<file path="src/rtl/mem_port_arbiter.sv">
// Round-robin arbiter sharing one fixed-latency memory port between the
// instruction-fetch (I) and load/store (D) requesters.
module mem_port_arbiter #(
    parameter int ADDR_W  = 32,
    parameter int DATA_W  = 32,
    parameter int MEM_LAT = 2
) (
    input  logic              clk,
    input  logic              reset,
    input  logic              i_req,
    input  logic [ADDR_W-1:0] i_addr,
    output logic              i_ack,
    output logic [DATA_W-1:0] i_rdata,
    input  logic              d_req,
    input  logic              d_we,
    input  logic [ADDR_W-1:0] d_addr,
    input  logic [DATA_W-1:0] d_wdata,
    output logic              d_ack,
    output logic [DATA_W-1:0] d_rdata,
    output logic [ADDR_W-1:0] mem_addr,
    output logic              mem_re,
    output logic              mem_we,
    output logic [DATA_W-1:0] mem_wdata,
    input  logic [DATA_W-1:0] mem_rdata,
    output logic              busy
);

    localparam int CNT_W = $clog2(MEM_LAT) + 1;

    typedef enum logic [1:0] {
        IDLE   = 2'd0,
        ACCESS = 2'd1,
        DONE   = 2'd2
    } state_t;

    state_t            state_q, state_d;
    logic [CNT_W-1:0]  cnt_q, cnt_d;
    logic              grant_q, grant_d;   // 1 = D port owns the access
    logic              last_q, last_d;
    logic              pick;
    logic [ADDR_W-1:0] addr_d;
    logic [DATA_W-1:0] wdata_d, i_rdata_d, d_rdata_d;
    logic              re_d, we_d, i_ack_d, d_ack_d;

    always_comb begin
        state_d   = state_q;
        cnt_d     = cnt_q;
        grant_d   = grant_q;
        last_d    = last_q;
        pick      = 1'b0;
        addr_d    = mem_addr;
        wdata_d   = mem_wdata;
        re_d      = mem_re;
        we_d      = mem_we;
        i_ack_d   = 1'b0;
        d_ack_d   = 1'b0;
        i_rdata_d = i_rdata;
        d_rdata_d = d_rdata;

        case (state_q)
            IDLE: begin
                if (i_req || d_req) begin
                    // On a tie the port that did not win last time goes next.
                    pick    = (i_req && d_req) ? ~last_q : d_req;
                    grant_d = pick;
                    last_d  = pick;
                    addr_d  = pick ? d_addr : i_addr;
                    if (pick) begin
                        wdata_d = d_wdata;
                    end
                    re_d    = ~(pick & d_we);
                    we_d    = pick & d_we;
                    cnt_d   = CNT_W'(MEM_LAT - 1);
                    state_d = ACCESS;
                end
            end
            ACCESS: begin
                if (cnt_q == '0) begin
                    if (mem_re) begin
                        if (grant_q) begin
                            d_rdata_d = mem_rdata;
                        end else begin
                            i_rdata_d = mem_rdata;
                        end
                    end
                    re_d    = 1'b0;
                    we_d    = 1'b0;
                    i_ack_d = ~grant_q;
                    d_ack_d = grant_q;
                    state_d = DONE;
                end else begin
                    cnt_d = cnt_q - CNT_W'(1);
                end
            end
            DONE: begin
                state_d = IDLE;
            end
            default: begin
                state_d = IDLE;
            end
        endcase
    end

    always_ff @(posedge clk or negedge reset) begin
        if (!reset) begin
            state_q   <= IDLE;
            cnt_q     <= '0;
            grant_q   <= 1'b0;
            last_q    <= 1'b1;
            mem_addr  <= '0;
            mem_wdata <= '0;
            mem_re    <= 1'b0;
            mem_we    <= 1'b0;
            i_ack     <= 1'b0;
            d_ack     <= 1'b0;
            i_rdata   <= '0;
            d_rdata   <= '0;
        end else begin
            state_q   <= state_d;
            cnt_q     <= cnt_d;
            grant_q   <= grant_d;
            last_q    <= last_d;
            mem_addr  <= addr_d;
            mem_wdata <= wdata_d;
            mem_re    <= re_d;
            mem_we    <= we_d;
            i_ack     <= i_ack_d;
            d_ack     <= d_ack_d;
            i_rdata   <= i_rdata_d;
            d_rdata   <= d_rdata_d;
        end
    end

    assign busy = (state_q != IDLE);

endmodule

</file>
<file path="config.mk">
export PLATFORM = sky130hd
export DESIGN_NAME = mem_port_arbiter
export DESIGN_NICKNAME = d
export VERILOG_FILES = /design/src/rtl/mem_port_arbiter.sv
export SDC_FILE = /design/constraint.sdc
export NUM_CORES = 1
export LEC_CHECK = 0
export CAP_MARGIN = 5
export CORE_MARGIN = 2
export CORE_UTILIZATION = 38
export CTS_CLUSTER_SIZE = 25
export DETAILED_ROUTE_END_ITERATION = 6
export MAX_ROUTING_LAYER = met4
export PLACE_DENSITY = 0.77
export SYNTH_ARGS = -nofsm -noshare
export SYNTH_HDL_FRONTEND = slang
export SYNTH_SLANG_ARGS = --single-unit
</file>
<file path="constraint.sdc">
create_clock -name clk -period 1.7 [get_ports clk]
set_input_delay 0.51 -clock clk [delete_from_list [all_inputs] [get_ports clk]]
set_output_delay 0.51 -clock clk [all_outputs]
set_load 0.005 [all_outputs]
</file>
==> impl_summary.log <==
INFO  metric grt_max_degree = between 40 and 50
INFO  metric relSlewSlack = 0.7142
INFO  metric cellPowerDensity = ~1700 nW/µm²
INFO  metric finalWeightedCongestion = 0.8259
INFO  metric synth_seq_cells = 138
INFO  metric cp_data_required_time = 1.19 ns
INFO  metric core.rowCount = 45
INFO  metric endpoint = busy
INFO  metric nets = 857
INFO  metric postRouteAntennaNets = 0
INFO  metric die_width = 128.4 µm
INFO  metric hpwlAfterDp = 11.49 mm
INFO  metric crit_path_max_incr_delay = roughly 0.43 ns
INFO  metric placeableCoreArea = 15,150 µm²
INFO  metric final_global_route_overflow_total = 0
INFO  metric synth.distinct_cells = 32
INFO  metric count_of_final_max_slew_check_failures = 0
INFO  metric number_of_fillers_in_the_final_layout = approximately 1,200
INFO  metric final_common_cell = sky130_fd_sc_hd__dfrtp_1
INFO  metric final-instance-count-excl-fill = 923
INFO  metric final.period_utilization = 0.9779
INFO  metric rsz0062_at_grt = yes
INFO  metric critPathLaunchType = register
INFO  metric netlist_instances = 423
INFO  metric max_freq = 0.6016 GHz
INFO  metric cts_tree = built
INFO  metric area_share_of_the_largest_cell_type_after_synthesis = 0.5827
INFO  metric synthTopCellsByArea = sky130_fd_sc_hd__dfrtp_1, sky130_fd_sc_hd__mux2_4, sky130_fd_sc_hd__mux2_2, sky130_fd_sc_hd__nand2_1, sky130_fd_sc_hd__a21oi_1
INFO  metric insertedDiodeCount = 0
INFO  metric cts_num_sinks = 138
INFO  metric drt_pass1_iterations = 4
INFO  metric area_of_the_mapped_netlist = 5883 µm²
INFO  metric maximum_root_to_sink_buffer_count = 2
INFO  metric drive_above_1_share = 0.2558
INFO  metric multi_input_comb_area = 2182 µm²
INFO  metric yosys_warnings = 0
INFO  metric commonest_cells_after_routing_fill_and_taps_aside = sky130_fd_sc_hd__dfrtp_1, sky130_fd_sc_hd__dlygate4sd2_1, sky130_fd_sc_hd__clkdlybuf4s50_1
INFO  metric run_status = finished, final reports clean
INFO  metric synth-seq-area-share = 0.5872
INFO  metric critPathTopFamily = flip-flops
INFO  metric io_pins = 266
INFO  metric cts_max_level = 4
INFO  metric grt_antenna_before_repair = 0
INFO  metric max_cap_viols = 0
INFO  metric grt_pass1_vias = 4,857
INFO  metric tightestPinTransition = around 0.43 ns
INFO  metric timing.critical_path.to_type = primary output
INFO  metric final_cell_area = 9360 µm²
INFO  metric path_buf_inv = 2
INFO  metric first_pass_grt_wire_length = 24.66 mm
INFO  metric timing.hold.worst.class = in2async
INFO  metric dp.cells = 874
INFO  metric regToRegEndpoint = mem_addr[6]$_DFFE_PN0P_
INFO  metric clkSlewWorstSetupHoldPaths = roughly 0.060 ns
INFO  metric worstPathCellList = nor2_4 -> inv_1 -> clkbuf_2
INFO  metric totalWireLength = 15.86 mm
INFO  metric fp.dieArea = 16,490 µm²
INFO  metric routed-via-count = about 4,500
INFO  metric cpMaxStageDelayCell = sky130_fd_sc_hd__dfrtp_2
INFO  metric drt_drc_violations_left = 0
INFO  metric hold_violations = 0
INFO  metric fp.dieH = 128.4 µm
INFO  metric cp_max_fo = 2
INFO  metric critPathKind = reg2out
INFO  metric synthToLayoutAreaGrowth = 59.10%
INFO  metric r2r_slack = 0.07 ns
INFO  metric power = ~0.016 W
INFO  metric finClkSkew = 0.008706 ns
INFO  metric critical_path.reg2reg.startpoint = state_q[1]$_DFFE_PN0P_
INFO  metric syn-mean-instance-area = between 10 and 15 µm²
INFO  metric sequential_cell_area = between 3000 and 4000 µm²
INFO  metric dpl-instance-area = 8865 µm²
INFO  metric critPathLaunch = state_q[1]$_DFFE_PN0P_
INFO  metric cts-root-buf = sky130_fd_sc_hd__clkbuf_16
INFO  metric cts-buffers-inserted = 17
INFO  metric fin_util = 0.6180
INFO  metric fin_setup_tns = 0 ns
INFO  metric grt_util_all_layers = 0.1998
INFO  metric p_leak = 4.351 nW
INFO  metric detail_route.vias_per_cell = 4.882
INFO  metric critical_path_cell_count = 3
INFO  metric io_buffers = 265
INFO  metric synth_top_cell_by_area = sky130_fd_sc_hd__dfrtp_1
INFO  metric setup_violations = 0
INFO  metric avgRoutedWirePerCell = 17.18 µm
INFO  metric reg2regPathDepth = 5
INFO  metric dr.first_iter.drc_count = 146
INFO  metric vdd.ir_drop.worst = 766.1 µV
INFO  metric timing.final.crit_period = between 1.5 and 2 ns
INFO  metric initial_core_util = 0.3884
INFO  metric worst-endpoint-arrival = 1.15 ns
INFO  metric worstSkewPairLatency = roughly 0.42 ns
INFO  metric postSynthNetCount = roughly 560
[routing by layer]
| metal | share of wire | vias to the layer above | track usage | routed length [µm] |
|---|---|---|---|---|
| met5 | 0 | - | - | 0 |
| met4 | 0.025 | 0 | 0.08080 | 398 |
| met3 | 0.074 | 30 | 0.05364 | 1166 |
| met2 | 0.48 | 218 | 0.3213 | 7601 |
| met1 | 0.42 | 2174 | 0.2396 | 6692 |
| li1 | - | 2084 | - | - |
[where the power goes]
group	leakage, nW	switching (W)	internal [W]
Clock	0.245	0.00139	0.00189
Combinational	2.49	0.00269	0.00434
Sequential	1.62	0.000915	0.00497
[cells in the mapped netlist, drive strengths merged]
library cell and count:
clkbuf 12, dfstp 1, dfrtp 137, a21bo 1, mux2i 1, a21oi 34
nand4 1, nand2 67, nor2b 1, a22o 2, a21boi 1, ha 2
or2 1, nor2 1, buf 16, mux2 96, and4 1, and3 1
and3b 1, o21ai 3, a31oi 32, and2 2, nor3b 1, a2bb2o 1
inv 7
[how the worst min path moves through the flow]
stage | slack [ns] | depth (start not counted) | endpoint | start
floorplan | 0.21 | 0 | cnt_q[0]$_DFFE_PN0P_ | reset
global placement | 0.44 | 1 | d_rdata[19]$_DFFE_PN0P_ | reset
detailed placement | 0.45 | 1 | d_rdata[24]$_DFFE_PN0P_ | reset
CTS | 0.0002 | 1 | d_rdata[24]$_DFFE_PN0P_ | reset
global route | 0.02 | 1 | i_rdata[23]$_DFFE_PN0P_ | reset
finish | 0.002 | 1 | i_rdata[23]$_DFFE_PN0P_ | reset
[kinds of logic after synthesis]
logic type	count (synthesis)	share of synthesized area
adders and majority gates	2	0.004253
AOI/OAI and AO/OA	74	0.08443
muxes	97	0.2225
and+or+nand+nor	77	0.05806
DFF	138	0.5872
buffers and inverters	35	0.04360
[flip-flops by register name (all words and copies together), names as in the netlist]
signal     count
d_rdata       32
i_rdata       32
mem_addr      32
mem_wdata     32
cnt_q          2
state_q        2
d_ack          1
grant_q        1
i_ack          1
last_q         1
mem_re         1
mem_we         1
[through the flow]
step           hold WS (ns)  worst slack [ns]
2_1_floorplan        0.2144            0.1446
3_3_place_gp         0.4392           -0.2441
3_5_place_dp         0.4497           -0.2832
4_1_cts           0.0002073          -0.09139
5_1_grt             0.01566          -0.02196
6_report           0.002289           0.03763
[layout make-up]
class	instances	area share
sequential	138	0.3692
timing repair buffer	308	0.3136
multi-input combinational	250	0.2331
clock buffer	21	0.04812
tap	188	0.02513
clock inverter	11	0.008020
inverter	7	0.002807
[timing repair]
item	CTS	global route
resized for setup	136	3
hold buffers	0	0
pin swaps	1	2
setup endpoints to repair	194	38
setup buffers	17	0
No activity file was read; power rests on OpenSTA's default activity.
